===== src/rtl/film_scanner_pkg.sv =====
// film_scanner_pkg: shared DAC serial-link defaults and the DAC write FSM state type
package film_scanner_pkg;
    localparam int DAC_FRAME_BITS = 16;
    localparam int DAC_CLK_DIV = 4;
    localparam int DAC_SYNC_GAP = 8;
    localparam int DAC_FIFO_DEPTH = 4;
    typedef enum logic [2:0] {
        IDLE  = 3'd0,
        SETUP = 3'd1,
        HIGH  = 3'd2,
        LOW   = 3'd3,
        HOLD  = 3'd4,
        GAP   = 3'd5
    } dac_state_t;
    function automatic int max_int(input int a, input int b);
        return a > b ? a : b;
    endfunction
endpackage


===== src/rtl/dac_spi_tx_req_fifo.sv =====
// req_fifo: first-word-fall-through request buffer, flushed by reset
module req_fifo #(
    parameter int WIDTH = 16,
    parameter int DEPTH = 4,
    localparam int AW = $clog2(DEPTH)
) (
    input  logic             clk_i,
    input  logic             nrst_i,
    input  logic             push_i,
    input  logic             pop_i,
    input  logic [WIDTH-1:0] din_i,
    output logic [WIDTH-1:0] dout_o,
    output logic             full_o,
    output logic             empty_o,
    output logic [AW:0]      count_o
);
    logic [WIDTH-1:0] mem_q [DEPTH];
    logic [AW-1:0] wr_q, rd_q;
    logic [AW:0] count_q;
    logic do_push, do_pop;
    assign full_o = count_q == (AW+1)'(DEPTH);
    assign empty_o = count_q == '0;
    assign count_o = count_q;
    assign dout_o = mem_q[rd_q];
    assign do_push = push_i && !full_o;
    assign do_pop = pop_i && !empty_o;
    always_ff @(posedge clk_i) begin
        if (!nrst_i) begin
            wr_q <= '0;
            rd_q <= '0;
            count_q <= '0;
        end else begin
            if (do_push) begin
                mem_q[wr_q] <= din_i;
                wr_q <= wr_q + 1'b1;
            end
            if (do_pop) rd_q <= rd_q + 1'b1;
            count_q <= count_q + (AW+1)'(do_push) - (AW+1)'(do_pop);
        end
    end
endmodule


===== src/rtl/dac_spi_tx.sv =====
// dac_spi_tx: buffered MSB-first serial write master driving the CCD bias/offset DAC pins
module dac_spi_tx
    import film_scanner_pkg::*;
#(
    parameter int FRAME_BITS = DAC_FRAME_BITS,
    parameter int CLK_DIV    = DAC_CLK_DIV,
    parameter int SYNC_GAP   = DAC_SYNC_GAP,
    parameter int FIFO_DEPTH = DAC_FIFO_DEPTH
) (
    input  logic                  clk_80M_i,
    input  logic                  nrst_i,
    input  logic                  req_valid_i,
    output logic                  req_ready_o,
    input  logic [FRAME_BITS-1:0] req_data_i,
    output logic                  busy_o,
    output logic                  done_o,
    output logic                  dac_sync_o,
    output logic                  dac_sclk_o,
    output logic                  dac_sdin_o
);
    localparam int DW = $clog2(max_int(CLK_DIV, SYNC_GAP) + 1);
    localparam int BW = $clog2(FRAME_BITS + 1);
    localparam int FAW = $clog2(FIFO_DEPTH);
    dac_state_t state_q, state_d;
    logic [DW-1:0] div_q, div_d;
    logic [BW-1:0] bit_q, bit_d;
    logic [FRAME_BITS-1:0] shift_q, shift_d;
    logic sync_q, sync_d, sclk_q, sclk_d, sdin_q, sdin_d, done_q, done_d, rdy_q;
    logic div_tc, fifo_pop, fifo_full, fifo_empty;
    logic [FRAME_BITS-1:0] fifo_dout;
    logic [FAW:0] fifo_count;
    req_fifo #(.WIDTH(FRAME_BITS), .DEPTH(FIFO_DEPTH)) u_fifo (
        .clk_i   (clk_80M_i),
        .nrst_i  (nrst_i),
        .push_i  (req_valid_i && req_ready_o),
        .pop_i   (fifo_pop),
        .din_i   (req_data_i),
        .dout_o  (fifo_dout),
        .full_o  (fifo_full),
        .empty_o (fifo_empty),
        .count_o (fifo_count)
    );
    assign req_ready_o = rdy_q && !fifo_full;
    assign busy_o = (fifo_count != '0) || (state_q != IDLE);
    assign done_o = done_q;
    assign dac_sync_o = sync_q;
    assign dac_sclk_o = sclk_q;
    assign dac_sdin_o = sdin_q;
    assign div_tc = div_q == '0;
    always_comb begin
        state_d = state_q;
        div_d = div_tc ? '0 : div_q - 1'b1;
        bit_d = bit_q;
        shift_d = shift_q;
        sync_d = sync_q;
        sclk_d = sclk_q;
        sdin_d = sdin_q;
        done_d = 1'b0;
        fifo_pop = 1'b0;
        case (state_q)
            IDLE: if (!fifo_empty) begin
                fifo_pop = 1'b1;
                shift_d = fifo_dout;
                sync_d = 1'b0;
                sdin_d = fifo_dout[FRAME_BITS-1];
                bit_d = BW'(FRAME_BITS - 1);
                div_d = DW'(CLK_DIV - 1);
                state_d = SETUP;
            end
            SETUP: if (div_tc) begin
                sclk_d = 1'b1;
                div_d = DW'(CLK_DIV - 1);
                state_d = HIGH;
            end
            // falling edge here is where the DAC samples; bit_q counts bits still to follow
            HIGH: if (div_tc) begin
                sclk_d = 1'b0;
                div_d = DW'(CLK_DIV - 1);
                state_d = (bit_q == '0) ? HOLD : LOW;
            end
            LOW: if (div_tc) begin
                sclk_d = 1'b1;
                shift_d = shift_q << 1;
                sdin_d = shift_q[FRAME_BITS-2];
                bit_d = bit_q - 1'b1;
                div_d = DW'(CLK_DIV - 1);
                state_d = HIGH;
            end
            HOLD: if (div_tc) begin
                sync_d = 1'b1;
                sdin_d = 1'b0;
                done_d = 1'b1;
                div_d = DW'(SYNC_GAP - 1);
                state_d = GAP;
            end
            GAP: if (div_tc) state_d = IDLE;
            default: state_d = IDLE;
        endcase
    end
    always_ff @(posedge clk_80M_i) begin
        if (!nrst_i) begin
            state_q <= IDLE;
            div_q <= '0;
            bit_q <= '0;
            shift_q <= '0;
            sync_q <= 1'b1;
            sclk_q <= 1'b0;
            sdin_q <= 1'b0;
            done_q <= 1'b0;
            rdy_q <= 1'b0;
        end else begin
            state_q <= state_d;
            div_q <= div_d;
            bit_q <= bit_d;
            shift_q <= shift_d;
            sync_q <= sync_d;
            sclk_q <= sclk_d;
            sdin_q <= sdin_d;
            done_q <= done_d;
            rdy_q <= 1'b1;
        end
    end
endmodule


===== config.mk =====
export PLATFORM = sky130hd
export DESIGN_NAME = dac_spi_tx
export DESIGN_NICKNAME = d
export VERILOG_FILES = /design/src/rtl/film_scanner_pkg.sv /design/src/rtl/dac_spi_tx_req_fifo.sv /design/src/rtl/dac_spi_tx.sv
export SDC_FILE = /design/constraint.sdc
export NUM_CORES = 1
export LEC_CHECK = 0
export ABC_CLOCK_PERIOD_IN_PS = 3000
export BUFFER_PORTS_ARGS = -buffer_cell sky130_fd_sc_hd__buf_2
export CORE_ASPECT_RATIO = 0.7
export CORE_MARGIN = 2
export CORE_UTILIZATION = 40
export DETAILED_ROUTE_END_ITERATION = 16
export GPL_TIMING_DRIVEN = 0
export SLEW_MARGIN = 20
export SYNTH_ARGS = -nofsm -noshare
export SYNTH_HDL_FRONTEND = slang
export SYNTH_SLANG_ARGS = --single-unit

===== constraint.sdc =====
create_clock -name clk_80M_i -period 3 [get_ports clk_80M_i]
set_input_delay 0.3 -clock clk_80M_i [delete_from_list [all_inputs] [get_ports clk_80M_i]]
set_output_delay 0.3 -clock clk_80M_i [all_outputs]
set_load 0.01 [all_outputs]

-- Word-level counts from Yosys, hierarchy flattened
Memory sizes are Yosys's and may differ from the RTL's. A register that Yosys moved wholly into a read port is not among the register bits.
Index checks and enable logic that the tools add are counted.
- add/subtract/negate cells: 6
- equal/unequal tests: 12
- muxes and demuxes: 35
- reduce and logical (&&, ||, !) cells: 25
- operators by type and width (operator ; number):
    $mux 15 ; 2
    $pmux 15 s2 ; 1
    $mux 3 ; 6
    $mux 4 ; 4
    $pmux 3 s5 ; 1
    $mux 1 ; 12
    $pmux 4 s3 ; 1
    $mux 5 ; 2
    $ne 2x2->1 const B ; 5
    $pmux 5 s2 ; 1
    $eq 3x3->1 const B ; 3
    $reduce_and 3->1 ; 3
    $reduce_bool 3->1 ; 3
    $eq 3x2->1 const B ; 2
    $logic_not 3->1 ; 2
    $reduce_bool 2->1 ; 3
    $logic_not 5->1 ; 1
    $reduce_and 5->1 ; 1
    $sub 5x1->5 const B ; 1
    $add 2x1->2 const B ; 2
    $logic_and 1x1->1 ; 4
    $logic_not 4->1 ; 1
    $mux 2 ; 2
    $pmux 1 s2 ; 2
    other kinds (12) ; 13
- register bits after elaboration: 39
- bits in writable memories: 64
- bits of input ports: 19
- output and inout bits: 6
- memories: 1
- memories (name ; depth ; width ; read ports ; clocked after memory_dff ; wr ports ; RTL line ; source):
    u_fifo.mem_q ; 4 ; 16 ; 1 ; 1 ; 1 ; dac_spi_tx_req_fifo.sv:17 ; logic [WIDTH-1:0] mem_q [DEPTH];

-- Longest topological paths before layout
- word-level depth: 8
- depth in mapped cells: 12
- depth with buffers taken out: 11

-- Modules after synthesis
Synthesis repeated with hierarchy kept, for this count alone.
- cell total of the unflattened synthesis: 319
- area total of the unflattened synthesis: 4360.4 µm²
- modules (own cells, without submodules) (module ; times used ; cells an instance ; area each (µm²) ; seq. area each (µm²)):
    req_fifo ; 1 ; 135 ; 2831.5 ; 2102.0
    dac_spi_tx ; 1 ; 184 ; 1529.0 ; 640.6

-- Worst setup path before layout
Ideal clock, no wire load.
- kind: register to register
- start point: register u_fifo.count_q[1] (netlist: u_fifo.count_o[1])
- end point: register u_fifo.count_q[2] (netlist: u_fifo.count_o[2])
- setup time: 0.128 ns
- arrival: 2.148 ns
- data required time: 2.872 ns
- setup slack: 0.724 ns
- stages on the path, launching flop included: 12
- clock period less this slack: 2.276 ns
- cells stage by stage: dfxtp_1 or3_1 nand2_1 inv_1 ha_1 inv_1 ha_1 inv_1 fa_1 xor2_1 xnor2_1 nor2_1
- RTL lines (element ; RTL line ; source):
    start: declaration ; dac_spi_tx_req_fifo.sv:19 ; logic [AW:0] count_q;
    start signal: assignment ; dac_spi_tx_req_fifo.sv:38 ; count_q <= count_q + (AW+1)'(do_push) - (AW+1)'(do_pop);
    $logic_not 3->1 (*) ; dac_spi_tx_req_fifo.sv:22 ; assign empty_o = count_q == '0;
    $mux 1 ; dac_spi_tx.sv:61 ; IDLE: if (!fifo_empty) begin
    $mux 1 ; dac_spi_tx.sv:60 ; case (state_q)
    $logic_and 1x1->1 (*) ; dac_spi_tx_req_fifo.sv:26 ; assign do_pop = pop_i && !empty_o;
    net u_fifo.do_pop ; dac_spi_tx_req_fifo.sv:20 ; logic do_push, do_pop;
    $sub 3x1->3 (*) ; dac_spi_tx_req_fifo.sv:38 ;
The timed path passes the listed nets; every way through them passes the cells marked *.
A chain may end at the register's enable or synchronous reset.

-- Final worst setup path
- start point: register state_q[2]
- end point: register u_fifo.count_q[2] (netlist: u_fifo.count_o[2])
- word-level cells in the longest chain between the ends: 4
- RTL lines (element ; RTL line ; source):
    start: declaration ; dac_spi_tx.sv:24 ; dac_state_t state_q, state_d;
    start signal: assignment ; dac_spi_tx.sv:112 ; state_q <= state_d;
    $logic_not 3->1 ; dac_spi_tx.sv:60 ;
    $mux 1 ; dac_spi_tx.sv:60 ;
    $logic_and 1x1->1 ; dac_spi_tx_req_fifo.sv:26 ;
    net u_fifo.do_pop ; dac_spi_tx_req_fifo.sv:20 ;
    $sub 3x1->3 ; dac_spi_tx_req_fifo.sv:38 ;
The timed path passes the listed nets, and every way through them passes these cells.

==> results.toml <==
[synthesis]
synth_cell_types = 50
seq_area_frac_synth_pct = 65.1
ys_warn_count = 0
synth_fp_nets = 337
ys_top_cells_by_area = "edfxtp_1 (46%), dfxtp_1 (19%), mux4_2 (8.6%)"
yosys.area.top_type = "edfxtp_1"
syn_area_um2 = 4210
ys_seq_elements = 105
synth_edf_count = 64
synth_top_area_share_pct = 45.6
yosys_most_used_dff = "edfxtp_1"
synth_cells = 310
synthArstFlopShare_pct = 0
synth_area_per_cell_um2 = 13.6

[critical_path]
cp.arrival_ns = 2.78
cp-end-kind = "flop"
crit_path_start_kind = "flop"
cp.required_ns = 3.21
crit_fanout = 10
crit_type = "flop to flop"

[grt]
grtUsageMet1_pct = 20.4
grt_util_met3_pct = 3.93
globalRouteOverflowTotal = 0
grt_max_degree = 19
track_usage_pct = 14.2
busiest_layer = "met2"
grt_pass1_vias = 2461
antenna_found_initial = 0
grt_first_pass_wirelength_um = 12500
grtUsageMet2_pct = 20.9

[floorplan]
rows = 31
die_area_um2 = 11400
die_w_um = 127
core_area_um2 = 10300
io_pins = 25
initial_utilization_pct = 40.8
die_y_um = 89.9

[sta]
rsz0062_at_grt = "no"
setup_viol = 0
post-route-period-util_pct = 85.6
period_needed_ns = 2.57
timing.fmax_mhz = 389
drv_slew = 0
worstMarginPinSlew_ns = 0.949
hold_violations = 0
finClkSkew_ns = 0.00610
finalSetupTns_ns = 0
slew_headroom_pct = 36.7

[clock_tree]
worst_skew_pair.late_latency_ns = 0.34
cts_buffers = 9
cts_sinks = 105
post_cts_resized = 0
clk_pin_slew_worst_paths_ns = 0.07
ctsHtreeMaxLevel = 3
post-cts-setup-buffers = 0
cts_root_buf = "clkbuf_16"
tritoncts = "yes"
postCtsHoldBufs = 0
max-clock-path-buffers = 2

[drt]
firstDrtPassIters = 4
post_drt_wl_per_cell_um = 16.0
wirelength_um = 7720
drt_first_iter_violations = 208
viasPerCell = 5.25
ant_nets = 0
via_count = 2530
drc = 0

[placement]
port-buffer-count = 24
placed_area_um2 = 4500
place_hpwl_um = 5200
gp_congestion = 0.731

[job]
drv_cap = 0

[final_layout]
drive_above_1_share_pct = 20.6
mostFrequentLayoutCells = "edfxtp_1 (64), dfxtp_1 (41), nand2_1 (37)"
layout_commonest_cell = "edfxtp_1"
nets = 372
stdcell_area_um2 = 4800
area_delta_synth_final_pct = 14.0
num_antenna_cells = 0
final_util_pct = 46.5

[power_and_ir_drop]
irDropWorstVdd_uv = 436
leakage_nw = 1.70
p_per_area_nw_per_um2 = 920

[worst_hold_path]
hold_path_class = "input pin to flop"

[status]
status = "complete, no violations"
-- Yosys cell counts, types with 2 or more instances --
cell	n
ha_1	7
mux4_2	16
xnor2_1	3
nand3_1	7
buf_2	6
o21ai_0	11
dfxtp_1	41
edfxtp_1	64
inv_1	12
nor2_1	16
clkbuf_1	7
a31oi_1	15
and2_1	2
and3_1	4
nand2_1	37
o31ai_1	2
o21ai_1	8
a21oi_1	8
nor3_1	3
a22oi_1	4
buf_6	3
or3_1	3
xor2_1	4
-- per-stage QoR --
| stage | total power [mW] | setup WS (ns) | hold slack [ns] | std cells |
|---|---|---|---|---|
| after floorplan | 2.94 | 0.724 | 0.328 | 310 |
| after global placement | 3.24 | 0.479 | 0.451 | 466 |
| after detailed placement | 3.27 | 0.461 | 0.461 | 466 |
| after CTS | 4.46 | 0.439 | 0.161 | 482 |
| after global routing | 4.69 | 0.226 | 0.165 | 482 |
| final | 4.42 | 0.431 | 0.171 | 482 |
-- registers in the layout, indices dropped and copies added (netlist names), named ones only --
name and count:
u_fifo.mem_q 64, u_fifo.wr_q 2, div_q 4, done_o 1, dac_sdin_o 1, rdy_q 1, u_fifo.count_o 3, u_fifo.rd_q 2
shift_q 15, bit_q 5, state_q 3, dac_sync_o 1, dac_sclk_o 1
-- final timing paths --
path                                                from                           end  slack (ns)  depth (start not counted)
worst min-delay path                              nrst_i                 rdy_q$_DFF_P_        0.17                          1
worst min register to register  shift_q[12]$_SDFFE_PN0P_      shift_q[13]$_SDFFE_PN0P_        0.47                          2
worst max-delay path             state_q[2]$_SDFFE_PN0P_  u_fifo.count_o[2]$_SDFF_PN0_        0.43                         12
worst max register to register   state_q[2]$_SDFFE_PN0P_  u_fifo.count_o[2]$_SDFF_PN0_        0.43                         12
-- power by group --
part | internal (mW) | switching (mW)
sequential | 1.76 | 0.147
clock | 0.661 | 0.521
combinational | 0.593 | 0.733
total | 3.02 | 1.40
-- critical path, cell delays in order (launching register included) --
cell	delay [ns]
dfxtp_1	0.32
buf_2	0.18
nor3_2	0.34
nand2_1	0.22
inv_1	0.17
ha_1	0.24
inv_1	0.06
ha_1	0.13
inv_1	0.05
fa_1	0.37
xor2_1	0.17
xnor2_1	0.14
nor2_1	0.05
-- kinds of logic (layout without fill, tap and decap cells) --
group / Yosys count / count (layout) / share of synthesized area, %
multiplexers: 17 / 17 / 8.79
AND/OR/NAND/NOR: 82 / 82 / 9.17
XOR/XNOR: 7 / 7 / 1.45
adder cells (fa/ha/maj): 9 / 9 / 2.79
AO/OA/AOI/OAI: 59 / 59 / 9.12
flip-flops: 105 / 105 / 65.1
buffers and inverters: 31 / 71 / 3.59
-- routing by layer --
metal | vias up | wire [um]
met4 | 0 | 102
met5 | - | 0
met2 | 39 | 3440
met1 | 1253 | 3970
met3 | 8 | 208
li1 | 1230 | -
-- area by class of cell --
type	count	area, um2
fill	909	5520
sequential	105	2740
inverter	12	45.0
buffer	19	106
multi-input combinational	174	1320
tap	132	165
clock inverter	6	73.8
timing repair buffer	24	120
clock buffer	10	229
No activity file was read; power rests on OpenSTA's default activity.
